<file path="config.mk">
export PLATFORM = sky130hd
export DESIGN_NAME = mem_burst_scheduler
export DESIGN_NICKNAME = d
export VERILOG_FILES = /design/src/rtl/mem_burst_scheduler.sv
export SDC_FILE = /design/constraint.sdc
export NUM_CORES = 1
export LEC_CHECK = 0
export BUFFER_PORTS_ARGS = -buffer_cell sky130_fd_sc_hd__buf_2
export CAP_MARGIN = 5
export CORE_UTILIZATION = 52
export CTS_CLUSTER_DIAMETER = 50
export DETAILED_ROUTE_END_ITERATION = 7
export HOLD_SLACK_MARGIN = 0.12
export PLACE_DENSITY = 0.85
export SYNTH_ARGS = -nofsm -noshare
export SYNTH_HDL_FRONTEND = slang
export SYNTH_SLANG_ARGS = --single-unit
export TNS_END_PERCENT = 50
</file>
<file path="constraint.sdc">
create_clock -name clk -period 4.7 [get_ports clk]
set_input_delay 1.175 -clock clk [delete_from_list [all_inputs] [get_ports clk]]
set_output_delay 1.175 -clock clk [all_outputs]
set_load 0.005 [all_outputs]
</file>
<file path="src/rtl/mem_burst_scheduler.sv">
// Arbitrates warp/framebuffer transfer requests and splits each into bursts for the AXI engine.
// Define MEM_SCHED_WARP_PRIORITY_EN for fixed warp priority; otherwise round-robin.
module mem_burst_scheduler #(
  parameter int ADDR_WIDTH = 32,
  parameter int DATA_WIDTH = 128,
  parameter int MAX_BURSTS = 256,
  parameter int LEN_WIDTH  = 16
) (
  input  logic                  clk,
  input  logic                  rst,
  input  logic                  enable,
  input  logic                  warp_req_valid,
  output logic                  warp_req_ready,
  input  logic                  warp_req_write,
  input  logic [ADDR_WIDTH-1:0] warp_req_addr,
  input  logic [LEN_WIDTH-1:0]  warp_req_len,
  output logic                  warp_done,
  input  logic                  fb_req_valid,
  output logic                  fb_req_ready,
  input  logic                  fb_req_write,
  input  logic [ADDR_WIDTH-1:0] fb_req_addr,
  input  logic [LEN_WIDTH-1:0]  fb_req_len,
  output logic                  fb_done,
  output logic                  cmd_valid,
  input  logic                  cmd_ready,
  output logic                  cmd_write,
  output logic [ADDR_WIDTH-1:0] cmd_addr,
  output logic [7:0]            cmd_len,
  output logic                  cmd_src,
  input  logic                  burst_done,
  output logic                  busy
);

  localparam int BYTES_PER_BEAT = DATA_WIDTH / 8;
  localparam int BEAT_SHIFT     = $clog2(BYTES_PER_BEAT);

  typedef enum logic [1:0] {IDLE, ISSUE, WAIT, DONE} state_t;

  state_t                state_q, state_d;
  logic                  last_grant_q, last_grant_d;
  logic                  write_q, write_d;
  logic                  src_q, src_d;
  logic [ADDR_WIDTH-1:0] addr_q, addr_d;
  logic [LEN_WIDTH-1:0]  rem_q, rem_d;

  logic                  grant_fb;
  logic                  accept;
  logic [LEN_WIDTH-1:0]  beats;

  // Source select: 0 = warp, 1 = fb.
  always_comb begin
    grant_fb = fb_req_valid;
    if (warp_req_valid && fb_req_valid) begin
`ifdef MEM_SCHED_WARP_PRIORITY_EN
      grant_fb = 1'b0;
`else
      grant_fb = ~last_grant_q;
`endif
    end
  end

  assign accept         = (state_q == IDLE) && enable && (warp_req_valid || fb_req_valid);
  assign warp_req_ready = accept && !grant_fb;
  assign fb_req_ready   = accept && grant_fb;

  assign beats = (rem_q > LEN_WIDTH'(MAX_BURSTS)) ? LEN_WIDTH'(MAX_BURSTS) : rem_q;

  always_comb begin
    state_d      = state_q;
    last_grant_d = last_grant_q;
    write_d      = write_q;
    src_d        = src_q;
    addr_d       = addr_q;
    rem_d        = rem_q;
    case (state_q)
      IDLE: begin
        if (accept) begin
          src_d        = grant_fb;
          last_grant_d = grant_fb;
          write_d      = grant_fb ? fb_req_write : warp_req_write;
          addr_d       = grant_fb ? fb_req_addr  : warp_req_addr;
          rem_d        = grant_fb ? fb_req_len   : warp_req_len;
          state_d      = ((grant_fb ? fb_req_len : warp_req_len) != '0) ? ISSUE : DONE;
        end
      end
      ISSUE: begin
        if (cmd_ready) begin
          rem_d   = rem_q - beats;
          addr_d  = addr_q + (ADDR_WIDTH'(beats) << BEAT_SHIFT);
          state_d = WAIT;
        end
      end
      WAIT: begin
        if (burst_done) begin
          state_d = (rem_q != '0) ? ISSUE : DONE;
        end
      end
      DONE:    state_d = IDLE;
      default: state_d = IDLE;
    endcase
  end

  // Command fields are forced to zero outside ISSUE so idle outputs are clean.
  assign cmd_valid = (state_q == ISSUE);
  assign cmd_write = cmd_valid & write_q;
  assign cmd_src   = cmd_valid & src_q;
  assign cmd_addr  = cmd_valid ? addr_q : '0;
  assign cmd_len   = cmd_valid ? 8'(beats - LEN_WIDTH'(1)) : 8'd0;
  assign warp_done = (state_q == DONE) & ~src_q;
  assign fb_done   = (state_q == DONE) & src_q;
  assign busy      = (state_q != IDLE);

  always_ff @(posedge clk) begin
    if (rst) begin
      state_q      <= IDLE;
      last_grant_q <= 1'b1;
      write_q      <= 1'b0;
      src_q        <= 1'b0;
      addr_q       <= '0;
      rem_q        <= '0;
    end else begin
      state_q      <= state_d;
      last_grant_q <= last_grant_d;
      write_q      <= write_d;
      src_q        <= src_d;
      addr_q       <= addr_d;
      rem_q        <= rem_d;
    end
  end

endmodule

</file>
== After elaboration in Yosys (flattened, before gate mapping) ==
Cells that the tools add are included.

* Shift-type cells: 0
* Muxes and demuxes: 19
* $lt $le $gt $ge: 1
* Multiply operators: 0
* $add $sub $neg: 3
* Bitwise logic cells: 6
* Reduce and logical (&&, ||, !) cells: 15
* Equality and inequality tests: 6
* Div/mod/pow operators: 0

{| class="wikitable"
|+ Operator list
! kind !! count
|-
| $mux 32 || 4
|-
| $mux 16 || 4
|-
| $pmux 32 s2 || 1
|-
| $add 32x20->32 || 1
|-
| $pmux 16 s2 || 1
|-
| $reduce_bool 16->1 || 2
|-
| $gt 16x9->1 const B || 1
|-
| $sub 16x16->16 || 1
|-
| $mux 2 || 5
|-
| $mux 8 || 1
|-
| $pmux 2 s4 || 1
|-
| $sub 8x1->8 const B || 1
|-
| $reduce_and 3->1 || 2
|-
| $logic_and 1x1->1 || 5
|-
| $and 1x1->1 || 4
|-
| $eq 2x2->1 const B || 2
|-
| $ne 2x2->1 const B || 2
|-
| $reduce_bool 2->1 || 2
|-
| $eq 2x1->1 const B || 1
|-
| $logic_not 2->1 || 1
|-
| $mux 1 || 2
|-
| $ne 2x1->1 const B || 1
|-
| $not 1->1 || 2
|-
| $reduce_and 2->1 || 1
|-
| other kinds (2) || 2
|}

* Memories kept: 0
* Input port bits: 105
* Bits in registers: 53
* Bits in writable memories: 0
* Bits in read-only memories: 0
* Latch bits: 0

== Longest topological paths before layout ==
* Depth after elaboration: 7
* Mapped depth: 19

== Worst setup path before layout ==
Ideal clock, no wire load.

* Kind: flip-flop to flip-flop
* Start: register rem_q[2]
* End: register addr_q[28]
* Path slack: 0.891 ns
* Stages on the path, launching flop included: 19
* Buffers on the path: 2
* Period minus slack after synthesis: 3.809 ns
* Arrival time: 3.691 ns
* Cells stage by stage: dfxtp_1 -> buf_2 -> nor4_4 -> a31oi_1 -> nor2_1 -> clkbuf_1 -> nand2_1 -> inv_1 -> ha_1 -> inv_1 -> fa_1 -> nand2b_1 -> a21oi_1 -> o311a_1 -> o211ai_1 -> nand4_1 -> nand3_1 -> o31a_1 -> o221a_1

* Word-level cells in the longest chain between the ends: 5

{| class="wikitable"
|+ Ends and longest elaborated chain
! element !! RTL line !! text
|-
| start, declared || 44 || <nowiki>logic [LEN_WIDTH-1:0] rem_q, rem_d;</nowiki>
|-
| start signal, assigned || 127 || <nowiki>rem_q <= rem_d;</nowiki>
|-
| $gt 16x9->1 || 66 || <nowiki>assign beats = (rem_q > LEN_WIDTH'(MAX_BURSTS)) ? LEN_WIDTH'(MAX_BURSTS) : rem_q;</nowiki>
|-
| $mux 16 * || 66 ||
|-
| $add 32x20->32 * || 89 || <nowiki>addr_d = addr_q + (ADDR_WIDTH'(beats) << BEAT_SHIFT);</nowiki>
|-
| $mux 32 * || 87 || <nowiki>if (cmd_ready) begin</nowiki>
|-
| $pmux 32 s2 * || 75 || <nowiki>case (state_q)</nowiki>
|-
| end signal, assigned || 126 || <nowiki>addr_q <= addr_d;</nowiki>
|-
| end, declared || 43 || <nowiki>logic [ADDR_WIDTH-1:0] addr_q, addr_d;</nowiki>
|}

Mark *: on every way between the ends. The rest lies on a longest branch, timed or not. The select of a mux whose other input is x is not followed.
A chain may end at the register's enable or synchronous reset.

== Final worst setup path ==
* Start: register rem_q[12]
* End: register addr_q[28]

Same word-level chain as after synthesis.

==> run metrics <==
initial antenna violation count 0; GRT met1 Usage between 40% and 50%; CTS tree built; clock skew between 0.01 and 0.015 ns; Gate power share between 40% and 50%; routability cong. roughly 0.93; CTS clk-pin slew, worst paths 0.11 ns; GR met3 Demand/Resource approximately 5.2%; Place WS 0.583 ns; Critical Path, Cell by Cell nor4_4 -> nand2_1 -> nor2_1 -> nand2_1 -> inv_1 -> ha_1 -> inv_1 -> fa_1 -> nand2b_1 -> a21oi_1 -> o311a_1 -> o211ai_1 -> nand4_1 -> nand3_1 -> o31a_1 -> o221a_1; CTS sink count 53; Yosys top cell by area dfxtp_1; Flop pwr share 36.8%; layout cells sized above 1 between 20% and 30%; Primary FF master, synth dfxtp_1; final setup margin approximately 0.50 ns; remaining antenna violation count 0; n_diodes 0; Max Clk Rate ~240 MHz; status finished, violations left; die width around 98 um; row count 34; Tmin final between 4 and 5 ns; synth warn 0; Sequential Area 1060 um^2; via count 5,785; Vias/cell between 6 and 7; Synth top area share 22.2%; internal power between 0.9 and 1 mW; Hold Path Class reg2reg; wire per inst roughly 16 um; CP max-delay cell nor2_1; Post-synth EDFFs 0; critical-path maximum fanout 11; Psw 0.624 mW; CP required 4.92 ns; HPWL Detailed roughly 11 mm; core box area 8810 um^2; # DRC 10; Slew @ Worst Pin between 1 and 1.5 ns; failing checks design-rule violations; CP Capture Type flop; Max VDD drop roughly 170 uV; Port Buf Inserts between 150 and 200; Core Util, Final between 60 and 70%; element type at the critical path start flop; RSZ-0062 raised after global routing false; post-synth cell types slightly below 70; grt total ovfl 0; final worst-path cycle share between 80% and 90%; Overall Global Routing Usage 31.2%; clk_lat worst skew roughly 0.32 ns; CTS Root Cell clkbuf_8; DIE AREA roughly 9600 um^2; slowest cell delay on critical path ~0.52 ns; Switching Share about two fifths; synthesized cell area 4780 um^2; setup_tns 0 ns; Synth async-reset ratio 0%; first-pass GRT wire length approximately 25 mm; post_cts resized 0; max-slew violations 0; 1st-pass router iterations 8; vias in the first global route 5,394; max cap viols 0; post-CTS setup buffers 0; CTS Hold Bufs 0; # setup viols final 0; list of most frequent post-synthesis cells nand2_1 (106), nor2_1 (86), a21oi_1 (77), dfxtp_1 (53), clkbuf_1 (45); count leader, synth nand2_1; global-route track usage on met2 a little over half; Synth Register Bits between 50 and 60; H-Tree Depth 2; leakage roughly 2.6 nW; Num CTS Buffers 5; I/O Pins 153; Slew HR between 20% and 30%; crit path DAT 4.42 ns; Layout fillers between 700 and 800; DRT iter0 DRCs 528; final hold violations 0; largest net degree at the start of global routing 57; Starting Density between 50% and 60%; final wirelength around 15 mm; synth top area cells dfxtp_1 (22%), nand2_1 (8.3%), a21oi_1 (8.1%), nor2_1 (6.7%), and2_1 (4.8%); chip height between 90 and 100 um; footprint of the multi-input gates ~3500 um^2; synthesized instance count about 710; Cell Pwr Density between 200 and 300 nW/um^2; clock power share around 23%; critical path class reg2reg; layer with the highest usage met2; post-layout net count ~950; clock tree buffer depth 2; sequential element share of the synthesized area around 22%; syn_area_per_cell ~6.7 um^2; area growth from synthesis to layout 19.0%
## metrics by stage
step / hold slack (ns) / instance area (um^2) / cells / power, mW
after global routing: 0.510 / 5690 / 941 / 1.63
final: 0.483 / 5690 / 941 / 1.54
after detailed placement: 0.472 / 5570 / 933 / 1.18
after global placement: 0.445 / 5570 / 933 / 1.16
after floorplan: 0.436 / 4810 / 717 / 0.998
after CTS: 0.486 / 5690 / 941 / 1.52
## cell usage in the layout, fill, tap and decap left out, types with 6 or more instances in the layout
cell        n
clkbuf_8    6
o211ai_1    7
xnor2_1     7
a21oi_1    77
nand4_1     8
xor2_1      7
o22ai_1     6
a31oi_1     8
inv_1      16
nand3_1    17
conb_1      8
nor4_1     12
and2_1     38
dfxtp_1    53
and3_1     12
o21ai_0    29
buf_4       6
buf_2     152
ha_1       15
a211oi_1   13
nor2_1     86
nor3_1     27
mux2i_1    19
nand2_1   105
a311oi_1    7
## power groups by stage
stage | registers, mW | logic, mW | clock network [mW]
6_report | 0.568 | 0.626 | 0.348
5_1_grt | 0.577 | 0.690 | 0.366
4_1_cts | 0.565 | 0.613 | 0.345
3_5_place_dp | 0.575 | 0.608 | 0
3_3_place_gp | 0.571 | 0.591 | 0
2_1_floorplan | 0.540 | 0.458 | 0
## state kept, by name, indices dropped and copies added, names as in the netlist
| name | flops |
|---|---|
| addr_q | 32 |
| rem_q | 16 |
| state_q | 2 |
| last_grant_q | 1 |
| src_q | 1 |
| write_q | 1 |
## layer usage
metal,part of all wire [%],up-vias
met4,2.2,0
met1,42,2642
met5,0,-
met2,47,309
met3,8.5,39
li1,-,2795
## logic make-up after synthesis
logic type	Yosys count	share of synthesized area (%)
AND/OR/NAND/NOR	338	34.0
XOR/XNOR	14	2.56
AO/OA/AOI/OAI	201	27.2
multiplexers	19	3.98
adder cells (fa/ha/maj)	16	4.34
buffers and inverters	68	5.57
flip-flops	53	22.2
other	2	0.157
## worst max-delay path: cells and delay by family (launching register included)
kind                       cells  cell delay (ns)
and+or+nand+nor                7             1.78
AOI/OAI and AO/OA              5             1.18
adders and majority gates      2             0.56
DFF                            1             0.40
buffers and inverters          2             0.17
## final cells by class
cell class              count  area share (%)
clock buffers               6            1.45
multi-input cells         596            61.3
flip-flops and latches     53            18.6
clock inverters             2           0.659
repair buffers            159            14.5
well taps                 108            2.37
inverters                  17            1.12
## path summary, 6_finish.rpt
path / end / start / slack (ns) / depth (start not counted)
setup / recovery: addr_q[28] / rem_q[12] / 0.50 / 16
hold / removal: addr_q[14] / addr_q[14] / 0.48 / 2
setup reg to reg: addr_q[28] / rem_q[12] / 0.50 / 16
hold reg to reg: addr_q[14] / addr_q[14] / 0.48 / 2
(Power assumes the default switching activity.)
